**src/rtl/uart_xcvr.sv**
```systemverilog
// uart_xcvr: full-duplex UART transceiver with optional internal loopback.
//
// Optional feature: define UART_PARITY_EN to add a parity bit to every frame
// (even when PARITY_ODD=0, odd when PARITY_ODD=1). Without it, frames carry
// no parity bit and parity_err_o is tied low.
//
// Ports:
//   clk_i          single clock
//   rst_i          synchronous active-high reset
//   tx_start_i     send request, sampled only while TX is idle
//   tx_byte_i      data to transmit, LSB first
//   loopback_i     1: RX listens to the internal TX line, 0: RX uses rx_serial_i
//   rx_serial_i    external serial input (asynchronous)
//   tx_serial_o    serial output, idle high
//   tx_active_o    high while a frame is being shifted out
//   tx_done_o      one-cycle pulse at frame end
//   data_valid_o   one-cycle pulse when a received frame is available
//   rx_byte_o      last received data, held until the next data_valid_o
//   framing_err_o  stop bit sampled low (qualified by data_valid_o)
//   parity_err_o   parity mismatch (qualified by data_valid_o)
module uart_xcvr #(
    parameter int unsigned CLKS_PER_BIT = 2000000,
    parameter int unsigned DATA_BITS    = 8,
    parameter int unsigned STOP_BITS    = 1,
    parameter int unsigned PARITY_ODD   = 0
) (
    input  logic                 clk_i,
    input  logic                 rst_i,
    input  logic                 tx_start_i,
    input  logic [DATA_BITS-1:0] tx_byte_i,
    input  logic                 loopback_i,
    input  logic                 rx_serial_i,
    output logic                 tx_serial_o,
    output logic                 tx_active_o,
    output logic                 tx_done_o,
    output logic                 data_valid_o,
    output logic [DATA_BITS-1:0] rx_byte_o,
    output logic                 framing_err_o,
    output logic                 parity_err_o
);

    localparam int unsigned CntW = $clog2(STOP_BITS * CLKS_PER_BIT + 1);
    localparam int unsigned IdxW = $clog2(DATA_BITS);
    localparam logic [CntW-1:0] BitEnd  = CntW'(CLKS_PER_BIT - 1);
    localparam logic [CntW-1:0] HalfEnd = CntW'(CLKS_PER_BIT / 2 - 1);
    // The done/idle cycle after STOP supplies the final stop-bit cycle, so
    // back-to-back frames have no extra high cycle between them.
    localparam logic [CntW-1:0] StopEnd = CntW'(STOP_BITS * CLKS_PER_BIT - 2);
    localparam logic [IdxW-1:0] LastIdx = IdxW'(DATA_BITS - 1);

    if (CLKS_PER_BIT < 4 || DATA_BITS < 5 || DATA_BITS > 9 || STOP_BITS < 1 ||
        STOP_BITS > 2 || PARITY_ODD > 1) begin : g_bad_params
        $error("uart_xcvr: illegal parameter value");
    end

    typedef enum logic [2:0] {TxIdle, TxStart, TxData, TxParity, TxStop} tx_state_e;
    typedef enum logic [2:0] {RxIdle, RxStart, RxData, RxParity, RxStop, RxDone} rx_state_e;

    // ---------------- Transmitter ----------------
    tx_state_e            tx_state_q, tx_state_d;
    logic [CntW-1:0]      tx_cnt_q, tx_cnt_d;
    logic [IdxW-1:0]      tx_idx_q, tx_idx_d;
    logic [DATA_BITS-1:0] tx_data_q, tx_data_d;
    logic                 tx_done_q, tx_done_d;
    logic                 tx_line;

    always_comb begin
        tx_state_d = tx_state_q;
        tx_cnt_d   = tx_cnt_q;
        tx_idx_d   = tx_idx_q;
        tx_data_d  = tx_data_q;
        tx_done_d  = 1'b0;
        tx_line    = 1'b1;
        unique case (tx_state_q)
            TxIdle: begin
                if (tx_start_i) begin
                    tx_data_d  = tx_byte_i;
                    tx_cnt_d   = '0;
                    tx_state_d = TxStart;
                end
            end
            TxStart: begin
                tx_line = 1'b0;
                if (tx_cnt_q == BitEnd) begin
                    tx_cnt_d   = '0;
                    tx_idx_d   = '0;
                    tx_state_d = TxData;
                end else begin
                    tx_cnt_d = tx_cnt_q + 1'b1;
                end
            end
            TxData: begin
                tx_line = tx_data_q[tx_idx_q];
                if (tx_cnt_q == BitEnd) begin
                    tx_cnt_d = '0;
                    if (tx_idx_q == LastIdx) begin
`ifdef UART_PARITY_EN
                        tx_state_d = TxParity;
`else
                        tx_state_d = TxStop;
`endif
                    end else begin
                        tx_idx_d = tx_idx_q + 1'b1;
                    end
                end else begin
                    tx_cnt_d = tx_cnt_q + 1'b1;
                end
            end
`ifdef UART_PARITY_EN
            TxParity: begin
                tx_line = (^tx_data_q) ^ 1'(PARITY_ODD);
                if (tx_cnt_q == BitEnd) begin
                    tx_cnt_d   = '0;
                    tx_state_d = TxStop;
                end else begin
                    tx_cnt_d = tx_cnt_q + 1'b1;
                end
            end
`endif
            TxStop: begin
                if (tx_cnt_q == StopEnd) begin
                    tx_done_d  = 1'b1;
                    tx_state_d = TxIdle;
                end else begin
                    tx_cnt_d = tx_cnt_q + 1'b1;
                end
            end
            default: tx_state_d = TxIdle;
        endcase
    end

    always_ff @(posedge clk_i) begin
        if (rst_i) begin
            tx_state_q <= TxIdle;
            tx_cnt_q   <= '0;
            tx_idx_q   <= '0;
            tx_data_q  <= '0;
            tx_done_q  <= 1'b0;
        end else begin
            tx_state_q <= tx_state_d;
            tx_cnt_q   <= tx_cnt_d;
            tx_idx_q   <= tx_idx_d;
            tx_data_q  <= tx_data_d;
            tx_done_q  <= tx_done_d;
        end
    end

    assign tx_serial_o = tx_line;
    assign tx_active_o = (tx_state_q != TxIdle);
    assign tx_done_o   = tx_done_q;

    // ---------------- Receiver ----------------
    rx_state_e            rx_state_q, rx_state_d;
    logic [1:0]           rx_sync_q;
    logic [CntW-1:0]      rx_cnt_q, rx_cnt_d;
    logic [IdxW-1:0]      rx_idx_q, rx_idx_d;
    logic [DATA_BITS-1:0] rx_shift_q, rx_shift_d;
    logic [DATA_BITS-1:0] rx_byte_q, rx_byte_d;
    logic                 ferr_q, ferr_d;
    logic                 wait_high_q, wait_high_d;
    logic                 perr_q, perr_d;
    logic                 rx_in;

    assign rx_in = rx_sync_q[1];

    always_comb begin
        rx_state_d  = rx_state_q;
        rx_cnt_d    = rx_cnt_q;
        rx_idx_d    = rx_idx_q;
        rx_shift_d  = rx_shift_q;
        rx_byte_d   = rx_byte_q;
        ferr_d      = ferr_q;
        wait_high_d = wait_high_q;
        perr_d      = perr_q;
        unique case (rx_state_q)
            RxIdle: begin
                // After a framing error the line must go high before a new start.
                if (rx_in) begin
                    wait_high_d = 1'b0;
                end else if (!wait_high_q) begin
                    rx_cnt_d   = '0;
                    perr_d     = 1'b0;
                    rx_state_d = RxStart;
                end
            end
            RxStart: begin
                if (rx_cnt_q == HalfEnd) begin
                    rx_cnt_d   = '0;
                    rx_idx_d   = '0;
                    rx_state_d = rx_in ? RxIdle : RxData;
                end else begin
                    rx_cnt_d = rx_cnt_q + 1'b1;
                end
            end
            RxData: begin
                if (rx_cnt_q == BitEnd) begin
                    rx_cnt_d   = '0;
                    rx_shift_d = {rx_in, rx_shift_q[DATA_BITS-1:1]};
                    if (rx_idx_q == LastIdx) begin
`ifdef UART_PARITY_EN
                        rx_state_d = RxParity;
`else
                        rx_state_d = RxStop;
`endif
                    end else begin
                        rx_idx_d = rx_idx_q + 1'b1;
                    end
                end else begin
                    rx_cnt_d = rx_cnt_q + 1'b1;
                end
            end
`ifdef UART_PARITY_EN
            RxParity: begin
                if (rx_cnt_q == BitEnd) begin
                    rx_cnt_d   = '0;
                    perr_d     = rx_in ^ (^rx_shift_q) ^ 1'(PARITY_ODD);
                    rx_state_d = RxStop;
                end else begin
                    rx_cnt_d = rx_cnt_q + 1'b1;
                end
            end
`endif
            RxStop: begin
                if (rx_cnt_q == BitEnd) begin
                    ferr_d      = !rx_in;
                    wait_high_d = !rx_in;
                    rx_byte_d   = rx_shift_q;
                    rx_state_d  = RxDone;
                end else begin
                    rx_cnt_d = rx_cnt_q + 1'b1;
                end
            end
            RxDone:  rx_state_d = RxIdle;
            default: rx_state_d = RxIdle;
        endcase
    end

    always_ff @(posedge clk_i) begin
        if (rst_i) begin
            rx_state_q  <= RxIdle;
            rx_sync_q   <= 2'b11;
            rx_cnt_q    <= '0;
            rx_idx_q    <= '0;
            rx_shift_q  <= '0;
            rx_byte_q   <= '0;
            ferr_q      <= 1'b0;
            wait_high_q <= 1'b0;
            perr_q      <= 1'b0;
        end else begin
            rx_state_q  <= rx_state_d;
            rx_sync_q   <= {rx_sync_q[0], loopback_i ? tx_line : rx_serial_i};
            rx_cnt_q    <= rx_cnt_d;
            rx_idx_q    <= rx_idx_d;
            rx_shift_q  <= rx_shift_d;
            rx_byte_q   <= rx_byte_d;
            ferr_q      <= ferr_d;
            wait_high_q <= wait_high_d;
            perr_q      <= perr_d;
        end
    end

    assign data_valid_o  = (rx_state_q == RxDone);
    assign rx_byte_o     = rx_byte_q;
    assign framing_err_o = data_valid_o & ferr_q;
`ifdef UART_PARITY_EN
    assign parity_err_o  = data_valid_o & perr_q;
`else
    assign parity_err_o  = 1'b0;
`endif

endmodule

```
**config.mk**
```make
export PLATFORM = sky130hd
export DESIGN_NAME = uart_xcvr
export DESIGN_NICKNAME = d
export VERILOG_FILES = /design/src/rtl/uart_xcvr.sv
export SDC_FILE = /design/constraint.sdc
export NUM_CORES = 1
export LEC_CHECK = 0
export ABC_AREA = 1
export CAP_MARGIN = 20
export CELL_PAD_IN_SITES_DETAIL_PLACEMENT = 1
export CELL_PAD_IN_SITES_GLOBAL_PLACEMENT = 2
export CORE_ASPECT_RATIO = 0.6
export CORE_MARGIN = 5
export CORE_UTILIZATION = 30
export CTS_BUF_LIST = sky130_fd_sc_hd__clkbuf_16
export CTS_CLUSTER_SIZE = 16
export DETAILED_ROUTE_END_ITERATION = 8
export PLACE_DENSITY = 0.84
export SYNTH_ARGS = -nofsm -noshare
export SYNTH_HDL_FRONTEND = slang
export SYNTH_SLANG_ARGS = --single-unit
```
**constraint.sdc**
```tcl
create_clock -name clk_i -period 1.94 [get_ports clk_i]
set_clock_uncertainty 0.1 [all_clocks]
set_input_delay 0.388 -clock clk_i [delete_from_list [all_inputs] [get_ports clk_i]]
set_output_delay 0.388 -clock clk_i [all_outputs]
set_load 0.02 [all_outputs]
```
==> results of run 1 <==
-- registers in the layout (all words and copies together) (netlist names) --
register     count
rx_cnt_q        21
tx_cnt_q        21
rx_byte_o        8
rx_shift_q       8
tx_data_q        8
rx_idx_q         3
rx_state_q       3
tx_idx_q         3
tx_state_q       3
rx_sync_q        2
ferr_q           1
tx_done_o        1
wait_high_q      1
-- cell type report --
| class | count | area, um^2 |
|---|---|---|
| Clock buffer | 9 | 225 |
| Clock inverter | 6 | 57.6 |
| Fill cell | 2036 | 9160 |
| Inverter | 105 | 402 |
| Multi-Input combinational cell | 540 | 2850 |
| Sequential cell | 83 | 1680 |
| Tap cell | 203 | 254 |
| Timing Repair Buffer | 98 | 872 |
-- metal layers --
| metal | vias up | GRT usage |
|---|---|---|
| met5 | - | 0 |
| met4 | 0 | 0.0427 |
| met3 | 15 | 0.0316 |
| met2 | 104 | 0.281 |
| met1 | 2576 | 0.252 |
| li1 | 2606 | - |
-- where the power goes --
group / switching, mW / internal [mW] / leakage (nW) / total, mW
registers: 0.0997 / 1.84 / 0.678 / 1.94
clock network: 0.795 / 0.896 / 0.141 / 1.69
logic: 1.47 / 0.968 / 1.69 / 2.43
total: 2.36 / 3.71 / 2.51 / 6.07
-- synthesized netlist by cell type (all sizes together), types with 2 or more instances --
cell      n  area [um^2]
nand3    63          338
clkbuf   11         41.3
o21ai    44          220
nand4    23          144
nand2   174          676
ha        7         87.6
o311ai    5         43.8
buf       8         51.3
dfxtp    83         1660
or2       5         31.3
inv     105          397
nand3b    5         37.5
nor2    116          468
nor3     20          128
a31oi     2         12.5
o21bai    4         33.8
xor2      3         26.3
a21oi    58          313
o211ai    7         52.6
-- cells by family (layout without fill, tap and decap cells) --
| family | count (synthesis) | count (layout) |
|---|---|---|
| adders and majority gates | 7 | 7 |
| xor gates and xnor gates | 4 | 4 |
| other | 1 | 1 |
| DFF | 83 | 83 |
| buffers and inverters | 124 | 218 |
| and+or+nand+nor | 407 | 407 |
| AOI/OAI and AO/OA | 121 | 121 |
-- how the worst max path moves through the flow --
stage	startpoint	end	cells after the start
6_report	tx_cnt_q[0]$_SDFFE_PP0P_	tx_cnt_q[19]$_SDFFE_PP0P_	13
5_1_grt	tx_cnt_q[0]$_SDFFE_PP0P_	tx_cnt_q[19]$_SDFFE_PP0P_	13
4_1_cts	tx_idx_q[0]$_SDFFE_PP0P_	tx_serial_o	7
3_5_place_dp	tx_idx_q[0]$_SDFFE_PP0P_	tx_serial_o	7
3_3_place_gp	tx_idx_q[0]$_SDFFE_PP0P_	tx_serial_o	7
2_1_floorplan	rx_cnt_q[0]$_SDFFE_PP0P_	rx_cnt_q[13]$_SDFFE_PP0P_	12
-- through the flow --
stage,worst slack [ns],utilization,instances
2_1_floorplan,0.129,-,747
3_3_place_gp,-0.136,0.368,1020
3_5_place_dp,-0.234,0.368,1020
4_1_cts,-0.0681,0.390,1038
5_1_grt,-0.0617,0.409,1044
6_report,0.0334,0.409,1044
-- what timing repair did --
action / 4_1_cts / 5_1_grt
pin swaps: 6 / 19
cloned: 0 / 1
setup endpoints to repair: 27 / 69
resized for setup: 23 / 82
buffers inserted: 3 / 5
-- worst reg2reg max path, delay by kind of cell (launching register included) --
| kind | cells | cell delay [ns] |
|---|---|---|
| adder cells (fa/ha/maj) | 1 | 0.12 |
| buffers and inverters | 4 | 0.31 |
| AO/OA/AOI/OAI | 1 | 0.15 |
| flip-flops | 1 | 0.37 |
| AND/OR/NAND/NOR | 7 | 0.80 |
==> results.txt, run 1 <==
worst reg2reg path endpoint -> tx_cnt_q[19]$_SDFFE_PP0P_
H-tree depth -> 3
WHS -> 0.335 ns
post-synthesis cell area -> 0.00479 mm^2
Synth Area in XOR/XNOR -> 0.00732
met3 WL -> 611 um
post-synthesis compound-gate area fraction -> 0.143
root buf cell -> clkbuf_16
later-pin clock latency in the skew report -> 0.35 ns
Syn. warnings -> 0
vias in the first global route -> 5412
final critical-path required period -> 1.91 ns
Post-Syn Area per Cell -> 6.41 um^2
CP cell instances -> inv_4 > ha_4 > inv_1 > nor2_1 > nand3_1 > nor2_1 > nand3_1 > nand3_2 > inv_2 > a21oi_4 > buf_6 > nand2_1 > nor2_1
row count -> 35
power density cells -> 957 mW/mm^2
clk buf depth -> 2
worst setup path category -> flop to flop
routability cong. -> 0.856
Synth Flop Type -> dfxtp_1
final hold violation count -> 0
Yosys reg bits -> 83
share of post-route cells with drive strength above 1 -> 0.218
drt drc -> 0
Top cell by count, worst path -> nor2_1
Synth Area in Simple Gates -> 0.382
reg2reg path depth -> 13
vias per cell -> 5.08
asr flop ratio synth -> 0
commonest non-fill, non-tap cell in the layout -> nand2_1
largest family of logic cells by synthesized area -> simple AND/OR/NAND/NOR gates
Leak -> 2.51 nW
critical path capture point type -> flop
clock sink count -> 83
antenna violations before repair -> 0
Synth Instances -> 747
max-capacitance violation count -> 0
final net count -> 857
growth of design area from synthesis to finish -> 32.5%
Worst EP required -> 2.12 ns
Critical Path AT -> 2.09 ns
Syn Nets -> 767
crit-path leading delay family -> simple AND/OR/NAND/NOR gates
multiplexer area fraction after synthesis -> 0
detailed placement HPWL -> 12600 um
r2r startpoint -> tx_cnt_q[0]$_SDFFE_PP0P_
WL met2 -> 7330 um
Synth cell types -> 38
f_max -> 0.524 GHz
ant diodes -> 0
largest net degree at the start of global routing -> 27
Die X -> 173 um
via count -> 5301
VDD IR-drop max -> 0.000509 V
setup violators final -> 0
Post-Synth Adder-Cell Area -> 0.0183
outcome -> finished, final reports clean
DRT iter0 DRCs -> 273
global-route wire length before repair -> 27000 um
initial core utilization -> 0.309
placed inst area -> 0.00571 mm^2
min-delay worst type -> flop to flop
DIE HEIGHT -> 108 um
DRT Pass-1 Iters -> 5
slowest stage delay, CP -> 0.37 ns
GRT Total Usage -> 0.178
routed len/inst -> 15.9 um
crit path buf inv count -> 4
crit path launch type -> flop
clock slew at reported path FFs -> 0.07 ns
Seq/Total Area, Yosys -> 0.347
critical path peak fanout -> 4
commonest non-fill, non-tap cells in the layout -> 161 x nand2_1, 90 x inv_1, 88 x nor2_1
CTS tree -> yes
Setup TNS -> 0 ns
Final Power -> 6.07 mW
RSZ-0062 raised after global routing -> true
max_slew headroom -> 0.662
uppermost layer routed -> met4
Worst Hold Endpoint -> rx_sync_q[1]$_SDFF_PP1_
Tcrit/Tclk final -> 0.983
CP max-delay cell -> dfxtp_4
cts hold-fix bufs -> 0
Post-DRT Antenna Nets -> 0
Ports -> 27
Met1 Wirelength -> 8480 um
core box area -> 0.0155 mm^2
Slew Limit Fails -> 0
total gr overflow -> 0
CTS buffer count -> 9
Post-Route WL -> 16600 um
worst slew pin tran -> 0.507 ns
Hold Startpoint -> rx_sync_q[0]$_SDFF_PP1_
Die ar. -> 0.0187 mm^2
R2R setup slack -> 0.03 ns
Hold Crit Depth -> 1
PortBufs -> 25
Post-synth EDFFs -> 0
post-layout instance area -> 0.00634 mm^2
Power figures use the tool's default switching activity.
==> run 2: changes to the inputs <==
==> config.mk (replaced) <==
export PLATFORM = sky130hd
export DESIGN_NAME = uart_xcvr
export DESIGN_NICKNAME = d
export VERILOG_FILES = /design/src/rtl/uart_xcvr.sv
export SDC_FILE = /design/constraint.sdc
export NUM_CORES = 1
export LEC_CHECK = 0
export ABC_AREA = 1
export CAP_MARGIN = 20
export CORE_ASPECT_RATIO = 0.6
export CORE_MARGIN = 5
export CORE_UTILIZATION = 45
export CTS_BUF_LIST = sky130_fd_sc_hd__clkbuf_16
export CTS_CLUSTER_SIZE = 16
export DETAILED_ROUTE_END_ITERATION = 8
export PLACE_DENSITY = 0.73
export SYNTH_ARGS = -nofsm -noshare
export SYNTH_HDL_FRONTEND = slang
export SYNTH_SLANG_ARGS = --single-unit
==> results.txt, run 2 (synthesis results as in run 1) <==
clock sink count -> 83 (unchanged)
biggest regs -> rx_cnt_q x21, tx_cnt_q x21 (unchanged)
VDD IR-drop max -> 0.000591 V (was 0.000509 V)
power density cells -> 944 mW/mm^2 (was 957 mW/mm^2)
Final Core Density -> 0.587 (was 0.409)
final hold violation count -> 0 (unchanged)
Post-DRT Antenna Nets -> 0 (unchanged)
Die ar. -> 0.0129 mm^2 (was 0.0187 mm^2)
Slew Limit Fails -> 0 (unchanged)
row count -> 29 (was 35)
RSZ-0062 raised after global routing -> true (unchanged)
Tcrit/Tclk final -> 0.971 (was 0.983)
share of post-route cells with drive strength above 1 -> 0.195 (was 0.218)
via count -> 5216 (was 5301)
core box area -> 0.0105 mm^2 (was 0.0155 mm^2)
clk buf depth -> 2 (unchanged)
antenna violations before repair -> 0 (unchanged)
final critical-path required period -> 1.88 ns (was 1.91 ns)
WHS -> 0.316 ns (was 0.335 ns)
critical path peak fanout -> 5 (was 4)
clock slew at reported path FFs -> 0.07 ns (about the same)
largest net degree at the start of global routing -> 33 (was 27)
later-pin clock latency in the skew report -> 0.34 ns (was 0.35 ns)
commonest non-fill, non-tap cell in the layout -> nand2_1 (unchanged)
DIE HEIGHT -> 89.9 um (was 108 um)
DRT iter0 DRCs -> 550 (was 273)
root buf cell -> clkbuf_16 (unchanged)
PortBufs -> 25 (unchanged)
total gr overflow -> 0 (unchanged)
routed len/inst -> 14.0 um (was 15.9 um)
Setup TNS -> 0 ns (unchanged)
detailed placement HPWL -> 10100 um (was 12600 um)
post-layout instance area -> 0.00616 mm^2 (was 0.00634 mm^2)
crit path launch type -> flop (unchanged)
Cells after DPL -> 957 (was 1020)
final net count -> 855 (was 857)
commonest non-fill, non-tap cells in the layout -> 163 x nand2_1, 97 x nor2_1, 92 x inv_1 (was 161 x nand2_1, 90 x inv_1, 88 x nor2_1)
DRT Pass-1 Iters -> 5 (unchanged)
Ports -> 27 (unchanged)
GRT Total Usage -> 0.209 (was 0.178)
CTS tree -> yes (unchanged)
worst setup path category -> flop to output pin (was flop to flop)
Non-Filler Instances -> 979 (was 1044)
H-tree depth -> 3 (unchanged)
reg2reg path depth -> 12 (was 13)
critical path capture point type -> output pin (was flop)
ant diodes -> 0 (unchanged)
Post-Route WL -> 13700 um (was 16600 um)
cts hold-fix bufs -> 0 (unchanged)
routability cong. -> 0.925 (was 0.856)
placed inst area -> 0.00565 mm^2 (was 0.00571 mm^2)
drt drc -> 0 (unchanged)
Die X -> 143 um (was 173 um)
Worst EP required -> 1.45 ns (was 2.12 ns)
Leak -> 2.51 nW (about the same)
min-delay worst type -> flop to flop (unchanged)
f_max -> 0.531 GHz (was 0.524 GHz)
global-route wire length before repair -> 22200 um (was 27000 um)
vias per cell -> 5.33 (was 5.08)
outcome -> finished, final reports clean (unchanged)
Critical Path AT -> 1.40 ns (was 2.09 ns)
vias in the first global route -> 4695 (was 5412)
setup violators final -> 0 (unchanged)
Hold Crit Depth -> 1 (unchanged)
max-capacitance violation count -> 0 (unchanged)
CTS buffer count -> 9 (unchanged)
initial core utilization -> 0.457 (was 0.309)
growth of design area from synthesis to finish -> 28.6% (was 32.5%)
run 2: per-stage QoR:
stage / worst slack (ns) / power, mW
final: 0.0567 / 5.82
after CTS: 0.00372 / 5.65
after global routing: -0.0592 / 6.12
after global placement: -0.0947 / 3.85
after detailed placement: -0.183 / 3.90
after floorplan: 0.129 / 3.10
run 2: cell type report:
cell class,count,area (um^2)
fill,942,4330
multi-input combinational,541,2800
sequential,83,1670
timing repair buffer,95,816
inverter,105,397
clock buffer,9,225
tap,139,174
clock inverter,7,75.1
run 2: worst paths after layout:
check,from,end,slack (ns)
setup / recovery,tx_idx_q[0]$_SDFFE_PP0P_,tx_serial_o,0.06
hold / removal,rx_sync_q[0]$_SDFF_PP1_,rx_sync_q[1]$_SDFF_PP1_,0.32
setup reg to reg,tx_state_q[0]$_SDFFE_PP0P_,tx_cnt_q[6]$_SDFFE_PP0P_,0.08
hold reg to reg,rx_sync_q[0]$_SDFF_PP1_,rx_sync_q[1]$_SDFF_PP1_,0.32
run 2: power by group:
| part | internal (mW) | leakage (nW) | total (mW) | switching (mW) |
|---|---|---|---|---|
| clock network | 0.916 | 0.145 | 1.74 | 0.826 |
| registers | 1.84 | 0.675 | 1.92 | 0.0852 |
| logic | 0.839 | 1.69 | 2.15 | 1.31 |
run 2: repair_timing:
item | 4_1_cts | 5_1_grt
setup endpoints to repair | 4 | 59
cloned | 0 | 1
buffers inserted | 0 | 6
pin swaps | 0 | 15
resized for setup | 18 | 57
run 2: layer usage:
| layer | GRT usage | up-vias | routed length, um |
|---|---|---|---|
| li1 | - | 2597 | - |
| met4 | 0.0443 | 0 | 97 |
| met3 | 0.0461 | 15 | 1120 |
| met1 | 0.323 | 2378 | 6730 |
| met5 | 0 | - | 0 |
| met2 | 0.293 | 226 | 5740 |
run 2: worst max-delay path, cell delays in order (launching register included):
cell     delay (ns)
dfxtp_4        0.37
buf_4          0.13
o21ai_1        0.14
nand3_1        0.10
nand3_1        0.11
nand2_2        0.07
buf_6          0.13
==> run 3: changes to the inputs <==
--- a/config.mk
+++ b/config.mk
@@ -6,12 +6,11 @@
 export NUM_CORES = 1
 export LEC_CHECK = 0
 export ABC_AREA = 1
-export CAP_MARGIN = 20
 export CORE_ASPECT_RATIO = 0.6
 export CORE_MARGIN = 5
 export CORE_UTILIZATION = 45
 export CTS_BUF_LIST = sky130_fd_sc_hd__clkbuf_16
-export CTS_CLUSTER_SIZE = 16
+export CTS_CLUSTER_SIZE = 14
 export DETAILED_ROUTE_END_ITERATION = 8
 export PLACE_DENSITY = 0.73
 export SYNTH_ARGS = -nofsm -noshare
==> results of run 3 <==
Same layout as run 2: the final DEF is identical, and so are final timing and power.
